==> config.mk <==
export PLATFORM = sky130hd
export DESIGN_NAME = mul_req_master
export DESIGN_NICKNAME = d
export VERILOG_FILES = /design/src/rtl/mul_req_master_pkg.sv /design/src/rtl/mul_req_master_lfsr32.sv /design/src/rtl/mul_req_master.sv
export SDC_FILE = /design/constraint.sdc
export NUM_CORES = 1
export LEC_CHECK = 0
export ABC_AREA = 1
export BUFFER_PORTS_ARGS = -buffer_cell sky130_fd_sc_hd__buf_4
export CAP_MARGIN = 20
export CORE_MARGIN = 2
export CORE_UTILIZATION = 50
export CTS_BUF_LIST = sky130_fd_sc_hd__clkbuf_16
export DETAILED_ROUTE_END_ITERATION = 12
export GPL_ROUTABILITY_DRIVEN = 0
export MAX_ROUTING_LAYER = met4
export PLACE_DENSITY = 0.79
export SLEW_MARGIN = 5
export SYNTH_ARGS = -nofsm -noshare
export SYNTH_HDL_FRONTEND = slang
export SYNTH_SLANG_ARGS = --single-unit
==> constraint.sdc <==
create_clock -name clk -period 5.6 [get_ports clk]
set_clock_uncertainty 0.1 [all_clocks]
set_input_delay 1.12 -clock clk [delete_from_list [all_inputs] [get_ports clk]]
set_output_delay 1.12 -clock clk [all_outputs]
set_load 0.02 [all_outputs]
==> src/rtl/mul_req_master_pkg.sv <==
// Shared constants for the multiplier request master: FSM encodings,
// LFSR tap mask, default seed and the LFSR next-state helper.
package mul_req_master_pkg;

  // FSM state encodings
  localparam logic [2:0] ST_IDLE     = 3'd0;
  localparam logic [2:0] ST_ISSUE    = 3'd1;
  localparam logic [2:0] ST_WAIT_ACK = 3'd2;
  localparam logic [2:0] ST_GAP      = 3'd3;
  localparam logic [2:0] ST_DONE     = 3'd4;

  // Taps 32,22,2,1 -> bit positions 31,21,1,0
  localparam logic [31:0] LFSR_TAP_MASK     = 32'h8020_0003;
  localparam logic [31:0] LFSR_DEFAULT_SEED = 32'hACE1_2468;

  // Fibonacci form: shift left, feedback XOR of the tapped bits enters at bit 0
  function automatic logic [31:0] lfsr_next(input logic [31:0] v);
    return {v[30:0], ^(v & LFSR_TAP_MASK)};
  endfunction

endpackage

==> src/rtl/mul_req_master_lfsr32.sv <==
// 32-bit LFSR; advances one step when step is high, reloads seed on reset.
module lfsr32
  import mul_req_master_pkg::*;
(
  input  logic        clk,
  input  logic        rst_n,
  input  logic        step,
  input  logic [31:0] seed,
  output logic [31:0] value
);

  logic [31:0] value_q;

  // LFSR state register
  always_ff @(posedge clk or negedge rst_n) begin
    if (!rst_n) begin
      value_q <= seed;
    end else if (step) begin
      value_q <= lfsr_next(value_q);
    end
  end

  assign value = value_q;

endmodule

==> src/rtl/mul_req_master.sv <==
// Request master for the sequential multiplier: issues {op1,op2} over the
// req/ack handshake, checks every returned product, counts requests and
// mismatches and aborts the run when the slave stops answering.
module mul_req_master
  import mul_req_master_pkg::*;
#(
  parameter int          OP_WIDTH      = 8,
  parameter int          ACKDATA_WIDTH = 16,
  parameter int          NUM_REQ       = 16,
  parameter int          START_LEN     = 2,
  parameter int          IMEDIAT       = 1,
  parameter int          DISPERSION    = 10,
  parameter int          TIMEOUT       = 255,
  parameter logic [31:0] LFSR_SEED     = LFSR_DEFAULT_SEED
) (
  input  logic                     clk,
  input  logic                     rst_n,
  input  logic                     en,
  input  logic                     op_mode,
  input  logic [OP_WIDTH-1:0]      fix_op1,
  input  logic [OP_WIDTH-1:0]      fix_op2,
  output logic                     req,
  output logic                     start,
  output logic [2*OP_WIDTH-1:0]    req_data,
  input  logic                     ack,
  input  logic [ACKDATA_WIDTH-1:0] ack_data,
  output logic [15:0]              req_cnt,
  output logic [15:0]              err_cnt,
  output logic                     timeout,
  output logic                     done
);

  localparam int          RW           = 2 * OP_WIDTH;
  localparam logic [15:0] START_LEN_C  = 16'(START_LEN);
  localparam logic [15:0] TIMEOUT_LAST = 16'(TIMEOUT - 1);
  localparam logic [15:0] NUM_REQ_C    = 16'(NUM_REQ);
  // Guard the modulo against a zero range when the gap path is unused
  localparam int          DISP_SAFE    = (DISPERSION < 1) ? 1 : DISPERSION;

  logic [2:0]               state_q, state_d;
  logic                     req_q, req_d, start_q, start_d;
  logic                     done_q, done_d, timeout_q, timeout_d;
  logic [RW-1:0]            req_data_q, req_data_d;
  logic [ACKDATA_WIDTH-1:0] exp_q, exp_d;
  logic [15:0]              req_cnt_q, req_cnt_d, err_cnt_q, err_cnt_d;
  logic [15:0]              start_cnt_q, start_cnt_d, tmo_cnt_q, tmo_cnt_d;
  logic [7:0]               gap_cnt_q, gap_cnt_d;

  logic                     lfsr_step, do_issue, last_req;
  logic [31:0]              lfsr_val;
  logic [OP_WIDTH-1:0]      op1_nx, op2_nx;
  logic [RW-1:0]            prod_nx;
  logic [7:0]               gap_draw;
  logic [15:0]              req_cnt_inc;
  logic                     unused_bits;

  lfsr32 u_lfsr (
    .clk   (clk),
    .rst_n (rst_n),
    .step  (lfsr_step),
    .seed  (LFSR_SEED),
    .value (lfsr_val)
  );

  // Next operand pair, its full-width product and the gap drawn from the LFSR
  always_comb begin
    op1_nx   = op_mode ? fix_op1 : lfsr_val[RW-1:OP_WIDTH];
    op2_nx   = op_mode ? fix_op2 : lfsr_val[OP_WIDTH-1:0];
    prod_nx  = RW'(op1_nx) * RW'(op2_nx);
    gap_draw = 8'(32'(lfsr_val[7:0]) % DISP_SAFE);
  end

  assign unused_bits = ^{lfsr_val, prod_nx};

  // Handshake FSM, counters and product compare
  always_comb begin
    state_d     = state_q;
    req_d       = req_q;
    start_d     = start_q;
    done_d      = done_q;
    timeout_d   = timeout_q;
    req_data_d  = req_data_q;
    exp_d       = exp_q;
    req_cnt_d   = req_cnt_q;
    err_cnt_d   = err_cnt_q;
    start_cnt_d = start_cnt_q;
    tmo_cnt_d   = tmo_cnt_q;
    gap_cnt_d   = gap_cnt_q;
    lfsr_step   = 1'b0;
    do_issue    = 1'b0;
    req_cnt_inc = req_cnt_q + 16'd1;
    last_req    = (NUM_REQ != 0) && (req_cnt_inc == NUM_REQ_C);

    case (state_q)
      ST_IDLE: begin
        if (en) begin
          req_cnt_d = '0;
          err_cnt_d = '0;
          timeout_d = 1'b0;
          do_issue  = 1'b1;
        end
      end
      ST_ISSUE, ST_WAIT_ACK: begin
        if (ack) begin
          req_cnt_d = req_cnt_inc;
          if ((ack_data != exp_q) && (err_cnt_q != 16'hFFFF)) begin
            err_cnt_d = err_cnt_q + 16'd1;
          end
          if (last_req) begin
            req_d   = 1'b0;
            start_d = 1'b0;
            done_d  = 1'b1;
            state_d = ST_DONE;
          end else if (!en) begin
            req_d   = 1'b0;
            start_d = 1'b0;
            state_d = ST_IDLE;
          end else if ((IMEDIAT != 0) || (gap_draw == 8'd0)) begin
            do_issue = 1'b1;
          end else begin
            req_d      = 1'b0;
            start_d    = 1'b0;
            req_data_d = '0;
            gap_cnt_d  = gap_draw;
            state_d    = ST_GAP;
          end
        end else if (tmo_cnt_q == TIMEOUT_LAST) begin
          timeout_d = 1'b1;
          req_d     = 1'b0;
          start_d   = 1'b0;
          done_d    = 1'b1;
          state_d   = ST_DONE;
        end else begin
          tmo_cnt_d = tmo_cnt_q + 16'd1;
          if (state_q == ST_ISSUE) begin
            if (start_cnt_q == START_LEN_C) begin
              start_d = 1'b0;
              state_d = ST_WAIT_ACK;
            end else begin
              start_cnt_d = start_cnt_q + 16'd1;
            end
          end
        end
      end
      ST_GAP: begin
        if (gap_cnt_q == 8'd1) begin
          do_issue = 1'b1;
        end else begin
          gap_cnt_d = gap_cnt_q - 8'd1;
        end
      end
      ST_DONE: begin
        if (!en) begin
          done_d  = 1'b0;
          state_d = ST_IDLE;
        end
      end
      default: state_d = ST_IDLE;
    endcase

    // Common request launch: operands and expected product are captured together
    if (do_issue) begin
      req_d       = 1'b1;
      start_d     = 1'b1;
      req_data_d  = {op1_nx, op2_nx};
      exp_d       = prod_nx[ACKDATA_WIDTH-1:0];
      start_cnt_d = 16'd1;
      tmo_cnt_d   = '0;
      lfsr_step   = 1'b1;
      state_d     = ST_ISSUE;
    end
  end

  // State and output registers
  always_ff @(posedge clk or negedge rst_n) begin
    if (!rst_n) begin
      state_q     <= ST_IDLE;
      req_q       <= 1'b0;
      start_q     <= 1'b0;
      done_q      <= 1'b0;
      timeout_q   <= 1'b0;
      req_data_q  <= '0;
      exp_q       <= '0;
      req_cnt_q   <= '0;
      err_cnt_q   <= '0;
      start_cnt_q <= '0;
      tmo_cnt_q   <= '0;
      gap_cnt_q   <= '0;
    end else begin
      state_q     <= state_d;
      req_q       <= req_d;
      start_q     <= start_d;
      done_q      <= done_d;
      timeout_q   <= timeout_d;
      req_data_q  <= req_data_d;
      exp_q       <= exp_d;
      req_cnt_q   <= req_cnt_d;
      err_cnt_q   <= err_cnt_d;
      start_cnt_q <= start_cnt_d;
      tmo_cnt_q   <= tmo_cnt_d;
      gap_cnt_q   <= gap_cnt_d;
    end
  end

  assign req      = req_q;
  assign start    = start_q;
  assign done     = done_q;
  assign timeout  = timeout_q;
  assign req_data = req_data_q;
  assign req_cnt  = req_cnt_q;
  assign err_cnt  = err_cnt_q;

endmodule

==> out/results.ini, run 1 <==
[place]
dp_slack_ns=0.04090
port_buffer_count=88
place_inst=1620
dp_hpwl_um=16540

[die]
initial_core_util_pct=50.52
num_io_pins=89
die_area_um2=20670
placement_rows=51
die_x_um=143.8
coreArea_um2=19330
die_y_extent_um=143.8

[pwr]
power.switching_mw=1.673
sequentialPowerShare_pct=32.1
ir_drop_uv=267.0
swShare_pct=39.39
total_leakage_power_nw=6.010
power_density_nw_per_um2=370.6
clock_power_share_pct=30.7
internal_power_mw=2.574
pwr-share-comb_pct=37.2
post-layout-total-power_mw=4.248

[synth]
synth.area.top_cells=sky130_fd_sc_hd__dfrtp_1 33%, sky130_fd_sc_hd__nand2_1 14%, sky130_fd_sc_hd__inv_1 7.5%, sky130_fd_sc_hd__fa_1 7.4%, sky130_fd_sc_hd__ha_1 5.6%
yosysSeqAreaShare_pct=36.80
synth_warnings=0
dominant_combinational_cell_family_by_area_after_synthesis=simple AND/OR/NAND/NOR gates
synth_net_count=1398
synth-xor-area-share_pct=7.083
synth_simple_gate_area_share_pct=28.69
ys_dominant_reg_cell=sky130_fd_sc_hd__dfrtp_1
post-synth-top-area-fraction_pct=33.30
postSynthRegisterBits=143
synthMuxAreaShare_pct=0
synth_compound_gate_area_share_pct=4.765
post_synth_fa_ha_maj_area_fraction_pct=13.01
ys_async_sr_fraction_pct=100.0
synth.avg_cell_area_um2=7.625
synth-edff-count=0
syn-cell-area_um2=9768
yosys.area.top_type=sky130_fd_sc_hd__dfrtp_1
synthesis.instances=1281
synthDistinctLibCells=35

[drt]
routed_wirelength_um=23470
route.detailed.vias_per_inst=5.251
avgRoutedWirePerCell_um=14.19
antenna_left=0
drcViolationCount=0
num_vias=8685
drt-pass1-iter-count=5
detail_route.iter0.violations=687

[grt]
grt_overflow=0
grt_antenna_before_repair=0
first_global_vias=8509
largest_net_degree_at_the_start_of_global_routing=99
grt_pass1_wl_um=40200
grt.total_usage_pct=24.96

[min_path]
worst_hold_launch=u_lfsr.value[27]$_DFFE_PN1N_
hold_path_end=u_lfsr.value[27]$_DFFE_PN1N_
worst_hold_check_path_type=flop to flop
min_delay_path_depth=2

[worst_setup_path]
r2r_start=u_lfsr.value[6]$_DFFE_PN1N_
cp_data_required_time_ns=5.87
critical_path.max_stage_delay_ns=0.55
worst_r2r_path_depth=19
cp_cell_instances=buf_4, nand2_1, o21ai_0, inv_1, nand2_1, fa_1, fa_1, inv_1, fa_1, inv_1, fa_1, inv_1, ha_1, a21oi_1, o21ai_0, a21oi_1, nor2_1, nor2_1, xor2_1, nand2_1, nand2_1
cp_max_fo=32
setup.worst_path.end_class=flop
critical_path.reg2reg.endpoint=exp_q[12]$_DFFE_PN0N_
critical_path.startpoint_type=input pin
cp.arrival_ns=5.46
worstSetupPathType=input pin to flop
setup_slack_of_the_most_critical_reg_to_reg_path_ns=0.88
crit_slowest_cell=sky130_fd_sc_hd__fa_1

[layout]
layoutNonFillerInstCount=1654
syn2layout_area_growth_pct=17.33
register_area_um2=3595
design.final.nets=1493
multi_input_area_um2=5246
num-fill-cells=1682
antennaDiodeCount=0
drive_gt1_share_pct=12.74
fin_util_pct=59.28

[timing]
setup_violations=0
finalHoldViolations=0
timing.final.max_slew_violations=0
final_worst_path_period_need_ns=5.184
relSlewSlack_pct=31.92
unrepaired_setup_endpoints_after_global_routing=false
worst_slew_pin_slew_ns=1.020
max_clock_freq_mhz=192.9
timing.final.crit_share_pct=92.56
final_sum_of_negative_setup_slack_ns=0
final.setup.worst_slack_ns=0.4164

[clocking]
post_cts.repair.setup_buffers=0
ctsResizeCount=0
tritoncts.num_buffers=17
cts_sinks=143
tritoncts=done
cts.hold.buffers_added=0
cts_htree_levels=4
clkSlewWorstSetupHoldPaths_ns=0.06
clk-insertion-delay-late_ns=0.44
clock_tree.buffer_depth=2
clock_root_buffer=sky130_fd_sc_hd__clkbuf_16

[run]
max-cap-violations=0

[outcome]
outcome=complete, no violations

[worst max-delay path by stage]
stage / start / endpoint / slack, ns / cells after the start
6_report: op_mode / exp_q[12]$_DFFE_PN0N_ / 0.42 / 21
5_1_grt: op_mode / exp_q[12]$_DFFE_PN0N_ / 0.10 / 21
4_1_cts: op_mode / exp_q[12]$_DFFE_PN0N_ / 0.49 / 21
3_5_place_dp: op_mode / exp_q[12]$_DFFE_PN0N_ / 0.04 / 20
3_3_place_gp: op_mode / exp_q[12]$_DFFE_PN0N_ / 0.11 / 20
2_1_floorplan: op_mode / exp_q[12]$_DFFE_PN0N_ / 0.13 / 20
[layout make-up]
class	instances	share of cell area, %
Tap cell	265	2.893
Clock buffer	17	3.712
Sequential cell	143	31.36
Timing Repair Buffer	115	7.631
Multi-Input combinational cell	900	45.78
Clock inverter	15	2.107
Inverter	199	6.517
[cell usage in the layout (no fill, tap or decap), types with 4 or more instances in the layout]
master and n:
sky130_fd_sc_hd__a21oi_1 19, sky130_fd_sc_hd__nand3_1 63, sky130_fd_sc_hd__o21ai_1 16, sky130_fd_sc_hd__xnor2_1 23
sky130_fd_sc_hd__ha_1 44, sky130_fd_sc_hd__nor2_1 119, sky130_fd_sc_hd__dfrtp_1 130, sky130_fd_sc_hd__inv_1 197
sky130_fd_sc_hd__nand2_1 353, sky130_fd_sc_hd__buf_4 113, sky130_fd_sc_hd__xor2_1 56, sky130_fd_sc_hd__fa_1 36
sky130_fd_sc_hd__o22ai_1 7, sky130_fd_sc_hd__nor2_2 4, sky130_fd_sc_hd__nor3_1 23, sky130_fd_sc_hd__or2_2 6
sky130_fd_sc_hd__dfstp_2 13, sky130_fd_sc_hd__o21ai_0 40, sky130_fd_sc_hd__clkbuf_16 17, sky130_fd_sc_hd__nor4_1 9
sky130_fd_sc_hd__nand4_1 66, sky130_fd_sc_hd__bufinv_16 6
[cell usage after synthesis, types with 3 or more instances]
master                     number
sky130_fd_sc_hd__buf_2          9
sky130_fd_sc_hd__fa_1          36
sky130_fd_sc_hd__nand3b_1       3
sky130_fd_sc_hd__buf_4          4
sky130_fd_sc_hd__inv_1        196
sky130_fd_sc_hd__nor3_1        23
sky130_fd_sc_hd__xnor2_1       23
sky130_fd_sc_hd__clkbuf_1      21
sky130_fd_sc_hd__o21ai_0       40
sky130_fd_sc_hd__o22ai_1        7
sky130_fd_sc_hd__nor4_1         9
sky130_fd_sc_hd__dfrtp_1      130
sky130_fd_sc_hd__nand2_1      353
sky130_fd_sc_hd__nand4_1       66
sky130_fd_sc_hd__or2_2          6
sky130_fd_sc_hd__ha_1          44
sky130_fd_sc_hd__buf_6          3
sky130_fd_sc_hd__a21oi_1       21
sky130_fd_sc_hd__dfstp_2       13
sky130_fd_sc_hd__inv_2          3
sky130_fd_sc_hd__o21ai_1       16
sky130_fd_sc_hd__nor2_2         4
sky130_fd_sc_hd__nor2_1       119
sky130_fd_sc_hd__xor2_1        56
sky130_fd_sc_hd__nand3_1       63
[critical path: cells and delay by family]
| family | cells | cell delay (ns) |
|---|---|---|
| buf+inv | 5 | 0.53 |
| xor+xnor | 1 | 0.17 |
| fa+ha+maj | 5 | 2.39 |
| simple gates | 6 | 0.58 |
| compound gates | 4 | 0.66 |
[through the flow]
step / hold WS [ns] / instance area (um2)
floorplan: 0.3422 / 9768
global placement: 0.3517 / 10770
detailed placement: 0.3570 / 10770
global route: 0.3929 / 11460
CTS: 0.3657 / 11440
finish: 0.3628 / 11460
[sequential cells by signal (all words and copies together), names as in the netlist, 3 cells and up]
signal        flops
u_lfsr.value     32
req_data         16
exp_q            16
err_cnt          16
tmo_cnt_q        16
state_q           3
req_cnt          16
start_cnt_q      16
gap_cnt_q         8
[power groups by stage]
| stage | Clock (mW) | Combinational (mW) | Sequential [mW] |
|---|---|---|---|
| final | 1.30 | 1.58 | 1.36 |
| after global routing | 1.37 | 1.78 | 1.39 |
| after CTS | 1.32 | 1.56 | 1.36 |
| after detailed placement | 0 | 1.54 | 1.37 |
| after global placement | 0 | 1.50 | 1.37 |
| after floorplan | 0 | 1.03 | 1.44 |
[kinds of logic (layout without fill, tap and decap cells)]
| group | Yosys count | in the layout |
|---|---|---|
| buf+inv | 238 | 346 |
| simple gates | 652 | 652 |
| compound gates | 89 | 89 |
| fa+ha+maj | 80 | 80 |
| flops | 143 | 143 |
| xor+xnor | 79 | 79 |
[routing by layer]
metal  share of wire [%]  vias to the layer above  track usage, %
met2                  47                      336           40.33
met3                 6.2                       66           4.598
met5                   0                        -               -
met4                 3.2                        0           10.47
li1                    -                     4226               -
met1                  43                     4057           30.92
Note: power is estimated with default switching activity, not from simulation.
==> inputs of run 2 (changes only) <==
==> constraint.sdc (replaced) <==
create_clock -name clk -period 6 [get_ports clk]
set_clock_uncertainty 0.1 [all_clocks]
set_input_delay 1.2 -clock clk [delete_from_list [all_inputs] [get_ports clk]]
set_output_delay 1.2 -clock clk [all_outputs]
set_load 0.02 [all_outputs]
==> run 2 against run 1 <==
Against the previous run:
- combinational power shrank 8%
- non-clock buffer count decreased by 7
- die area unchanged
- first-iteration DRC count down 24%
- via count down 0.79%
- count of clock-buffer cells in the layout is the same
- routed wire length is 2.4% lower
- clock power down 17%
- utilization fell by 0.65 points
- global-route usage decreased by 1.1 points
- setup slack better by 0.25 ns
- flip-flop and latch count unchanged
- critical path type unchanged
- highest routed layer unchanged
==> out/results.ini, run 2 (synthesized netlist as in run 1, its figures left out) <==
[drt]
antenna_left=0
num_vias=8616
avgRoutedWirePerCell_um=13.90
detail_route.iter0.violations=523
drcViolationCount=0
drt-pass1-iter-count=5
routed_wirelength_um=22900
route.detailed.vias_per_inst=5.231

[layout]
drive_gt1_share_pct=12.23
final_cell_mix=353 x sky130_fd_sc_hd__nand2_1, 198 x sky130_fd_sc_hd__inv_1, 130 x sky130_fd_sc_hd__dfrtp_1
num-fill-cells=1726
fin_util_pct=58.62
max_reg_flops=32
layoutNonFillerInstCount=1647
syn2layout_area_growth_pct=16.04
design.final.nets=1486
antennaDiodeCount=0
mostFrequentLayoutCell=sky130_fd_sc_hd__nand2_1

[worst_setup_path]
cp_max_fo=32
setup.worst_path.end_class=flop
cp.arrival_ns=5.60
worstSetupPathType=input pin to flop
critical_path.startpoint_type=input pin
cp_data_required_time_ns=6.27

[pwr]
post-layout-total-power_mw=3.805
total_leakage_power_nw=5.940
power_density_nw_per_um2=335.7
ir_drop_uv=253.4

[grt]
grt_overflow=0
largest_net_degree_at_the_start_of_global_routing=94
grt_antenna_before_repair=0
grt.total_usage_pct=23.88
grt_pass1_wl_um=38450
first_global_vias=8457

[min_path]
worst_hold_check_path_type=flop to flop

[clocking]
cts.hold.buffers_added=0
tritoncts=done
clock_tree.buffer_depth=2
ctsResizeCount=0
tritoncts.num_buffers=17
cts_htree_levels=4
clock_root_buffer=sky130_fd_sc_hd__clkbuf_16
clkSlewWorstSetupHoldPaths_ns=0.06
cts_sinks=143
clk-insertion-delay-late_ns=0.43
post_cts.repair.setup_buffers=0

[timing]
worst_slew_pin_slew_ns=1.038
final_sum_of_negative_setup_slack_ns=0
relSlewSlack_pct=30.70
timing.final.max_slew_violations=0
final_worst_path_period_need_ns=5.333
max_clock_freq_mhz=187.5
finalHoldViolations=0
final.setup.worst_slack_ns=0.6672
timing.final.crit_share_pct=88.88
unrepaired_setup_endpoints_after_global_routing=false
setup_violations=0

[place]
port_buffer_count=88
dp_hpwl_um=16320
dp_slack_ns=0.3058
place_inst=1613

[run]
max-cap-violations=0

[die]
coreArea_um2=19330
placement_rows=51
die_area_um2=20670
die_y_extent_um=143.8
num_io_pins=89
die_x_um=143.8
initial_core_util_pct=50.52

[outcome]
outcome=complete, no violations

-- run 2: worst paths after layout --
path | start | end | slack [ns] | depth (start not counted)
min in group asynchronous | rst_n | req_cnt[15]$_DFFE_PN0P_ | 0.72 | 1
max in group asynchronous | rst_n | start_cnt_q[5]$_DFFE_PN0P_ | 3.92 | 2
hold reg to reg | u_lfsr.value[29]$_DFFE_PN1N_ | u_lfsr.value[29]$_DFFE_PN1N_ | 0.36 | 2
setup / recovery | op_mode | exp_q[12]$_DFFE_PN0N_ | 0.67 | 20
hold / removal | u_lfsr.value[29]$_DFFE_PN1N_ | u_lfsr.value[29]$_DFFE_PN1N_ | 0.36 | 2
setup reg to reg | u_lfsr.value[13]$_DFFE_PN1N_ | exp_q[12]$_DFFE_PN0N_ | 1.30 | 19
-- run 2: layout make-up --
type	count	area [um2]	share of cell area, %
clock buffer	17	425.4	3.753
multi-input combinational	900	5246	46.29
sequential	143	3595	31.71
inverter	199	747.0	6.590
tap	265	331.6	2.925
clock inverter	15	171.4	1.512
timing repair buffer	108	818.3	7.219
-- run 2: power breakdown --
group / total [mW] / switching [mW] / internal, mW
registers: 1.27 / 0.131 / 1.14
logic: 1.46 / 0.975 / 0.481
clock network: 1.08 / 0.429 / 0.651
total: 3.81 / 1.54 / 2.27
-- run 2: worst max-delay path, stage by stage --
cell                      delay [ns]
sky130_fd_sc_hd__buf_4          0.20
sky130_fd_sc_hd__o21ai_1        0.44
sky130_fd_sc_hd__inv_1          0.18
sky130_fd_sc_hd__nand2_1        0.12
sky130_fd_sc_hd__fa_1           0.44
sky130_fd_sc_hd__fa_1           0.49
sky130_fd_sc_hd__inv_1          0.05
sky130_fd_sc_hd__fa_1           0.52
sky130_fd_sc_hd__inv_1          0.05
sky130_fd_sc_hd__fa_1           0.52
sky130_fd_sc_hd__inv_1          0.04
sky130_fd_sc_hd__ha_1           0.34
sky130_fd_sc_hd__a21oi_1        0.19
sky130_fd_sc_hd__o21ai_0        0.12
sky130_fd_sc_hd__a21oi_1        0.21
sky130_fd_sc_hd__nor2_1         0.06
sky130_fd_sc_hd__nor2_1         0.11
sky130_fd_sc_hd__xor2_1         0.16
sky130_fd_sc_hd__nand2_1        0.07
sky130_fd_sc_hd__nand2_1        0.07
-- run 2: per-stage QoR --
stage          area [um2]  hold WS [ns]
6_report            11330        0.3609
5_1_grt             11330        0.3767
4_1_cts             11320        0.3639
3_5_place_dp        10720        0.3579
3_3_place_gp        10720        0.3515
2_1_floorplan        9768        0.3422
-- run 2: per-layer routing --
layer	wire [um]	track usage (%)	vias to the layer above
li1	-	-	4204
met1	9955	29.13	4035
met2	10940	39.52	313
met3	1329	3.865	64
met4	670	10.06	0
met5	0	-	-
==> inputs of run 3 (changes only) <==
--- a/config.mk
+++ b/config.mk
@@ -9,12 +9,12 @@
 export BUFFER_PORTS_ARGS = -buffer_cell sky130_fd_sc_hd__buf_4
 export CAP_MARGIN = 20
 export CORE_MARGIN = 2
-export CORE_UTILIZATION = 50
+export CORE_UTILIZATION = 44
 export CTS_BUF_LIST = sky130_fd_sc_hd__clkbuf_16
 export DETAILED_ROUTE_END_ITERATION = 12
 export GPL_ROUTABILITY_DRIVEN = 0
 export MAX_ROUTING_LAYER = met4
-export PLACE_DENSITY = 0.79
+export PLACE_DENSITY = 0.72
 export SLEW_MARGIN = 5
 export SYNTH_ARGS = -nofsm -noshare
 export SYNTH_HDL_FRONTEND = slang
==> run 3 against run 2 <==
Against the previous run:
- count of clock-buffer cells in the layout unchanged
- sequential share of layout area is essentially flat
- utilization fell by 6.8 points
- global-route usage decreased by 3.0 points
- sequential power is essentially flat
- final area decreased by 0.13%
- highest routed layer unchanged
- clock power decreased by 9.5%
==> out/results.ini, run 3 (synthesized netlist as in run 1, its figures left out) <==
[pwr]
total_leakage_power_nw=5.938
power_density_nw_per_um2=329.8
ir_drop_uv=224.7

[grt]
first_global_vias=8319
grt.total_usage_pct=20.83
grt_overflow=0
grt_pass1_wl_um=39390
largest_net_degree_at_the_start_of_global_routing=92
grt_antenna_before_repair=0

[drt]
antenna_left=0
drcViolationCount=0
avgRoutedWirePerCell_um=13.70
detail_route.iter0.violations=482
num_vias=8409
drt-pass1-iter-count=6
route.detailed.vias_per_inst=5.057
routed_wirelength_um=22780

[die]
num_io_pins=89
placement_rows=54
coreArea_um2=21820
die_y_extent_um=153.0
die_area_um2=23410
initial_core_util_pct=44.76
die_x_um=153.0

[timing]
relSlewSlack_pct=45.31
worst_slew_pin_slew_ns=0.8204
final_worst_path_period_need_ns=5.356
setup_violations=0
final_sum_of_negative_setup_slack_ns=0
unrepaired_setup_endpoints_after_global_routing=false
finalHoldViolations=0
timing.final.max_slew_violations=0
timing.final.crit_share_pct=89.26
max_clock_freq_mhz=186.7

[worst_setup_path]
r2r_start=u_lfsr.value[13]$_DFFE_PN1N_
setup.worst_path.end_class=flop
critical_path.reg2reg.endpoint=exp_q[12]$_DFFE_PN0N_
critical_path.startpoint_type=input pin
cp_max_fo=32
cp.arrival_ns=5.61
crit_slowest_cell=sky130_fd_sc_hd__fa_1
cp_cell_instances=buf_4, o21ai_1, inv_1, nand2_1, fa_1, fa_1, inv_1, fa_1, inv_1, fa_1, inv_1, ha_1, a21oi_1, o21ai_0, a21oi_1, nor2_1, nor2_1, xor2_1, nand2_1, nand2_1
worstSetupPathType=input pin to flop
worst_r2r_path_depth=19
critical_path.max_stage_delay_ns=0.53
setup_slack_of_the_most_critical_reg_to_reg_path_ns=1.30
cp_data_required_time_ns=6.26

[layout]
post-route-cell-area_um2=11320
mostFrequentLayoutCell=sky130_fd_sc_hd__nand2_1
final_cell_mix=353 x sky130_fd_sc_hd__nand2_1, 198 x sky130_fd_sc_hd__inv_1, 130 x sky130_fd_sc_hd__dfrtp_1
design.final.nets=1487
syn2layout_area_growth_pct=15.88
antennaDiodeCount=0
drive_gt1_share_pct=12.08
max_reg_flops=32

[min_path]
worst_hold_check_path_type=flop to flop
hold_path_end=u_lfsr.value[23]$_DFFE_PN1N_
worst_hold_launch=u_lfsr.value[23]$_DFFE_PN1N_
min_delay_path_depth=2

[clocking]
cts_htree_levels=4
tritoncts.num_buffers=17
ctsResizeCount=0
cts_sinks=143
clk-insertion-delay-late_ns=0.42
clkSlewWorstSetupHoldPaths_ns=0.06
tritoncts=done
clock_tree.buffer_depth=2
clock_root_buffer=sky130_fd_sc_hd__clkbuf_16
post_cts.repair.setup_buffers=0
cts.hold.buffers_added=0

[place]
post_dp_cell_area_um2=10740
dp_hpwl_um=16330
port_buffer_count=88

[outcome]
outcome=complete, no violations

[run]
max-cap-violations=0

-- run 3: cell count changes in the layout (fill, tap and decap cells not counted), moves of 2 or more --
cell,change
sky130_fd_sc_hd__bufinv_16,-2
sky130_fd_sc_hd__clkinv_1,+3
sky130_fd_sc_hd__clkinv_2,+3
sky130_fd_sc_hd__clkinvlp_4,-3
sky130_fd_sc_hd__inv_6,-2
-- run 3: per-layer routing --
| metal | track usage [%] | vias to the layer above | wire, um |
|---|---|---|---|
| met3 | 4.480 | 50 | 1286 |
| met4 | 7.319 | 0 | 624 |
| met2 | 32.95 | 231 | 10450 |
| met1 | 26.62 | 3917 | 10420 |
| li1 | - | 4211 | - |
| met5 | - | - | 0 |
-- run 3: how the worst max path moves through the flow --
| stage | startpoint | end | cells after the start |
|---|---|---|---|
| after floorplan | op_mode | exp_q[12]$_DFFE_PN0N_ | 20 |
| after global placement | op_mode | exp_q[12]$_DFFE_PN0N_ | 20 |
| after detailed placement | op_mode | exp_q[12]$_DFFE_PN0N_ | 20 |
| after CTS | op_mode | exp_q[12]$_DFFE_PN0N_ | 20 |
| after global routing | op_mode | exp_q[12]$_DFFE_PN0N_ | 21 |
| final | op_mode | exp_q[12]$_DFFE_PN0N_ | 20 |
-- run 3: report_power, final --
group | internal, mW | switching, mW
sequential | 1.14 | 0.135
clock | 0.559 | 0.419
combinational | 0.500 | 0.983
total | 2.20 | 1.54
-- run 3: critical path: cells and delay by family --
kind	cells	cell delay (ns)
AOI/OAI and AO/OA	4	0.95
xor gates and xnor gates	1	0.15
adders and majority gates	5	2.31
buffers and inverters	5	0.53
and+or+nand+nor	5	0.45
-- run 3: layout make-up --
| type | instances | area, um2 |
|---|---|---|
| Sequential cell | 143 | 3595 |
| Tap cell | 280 | 350.3 |
| Multi-Input combinational cell | 900 | 5246 |
| Timing Repair Buffer | 109 | 849.6 |
| Inverter | 199 | 747.0 |
| Fill cell | 2089 | 10500 |
| Clock inverter | 15 | 106.4 |
| Clock buffer | 17 | 425.4 |
-- run 3: through the flow --
stage          total power, mW  setup slack (ns)  hold slack [ns]  utilization (%)  std cells
6_report                 3.733            0.6444           0.3618            51.87       1663
5_1_grt                  4.003            0.3700           0.3786            51.87       1663
4_1_cts                  3.712            0.7015           0.3635            51.64       1660
3_5_place_dp             2.727            0.2703           0.3541            49.20       1628
3_3_place_gp             2.688            0.3713           0.3524            49.20       1628
2_1_floorplan            2.310            0.4549           0.3422                -       1281
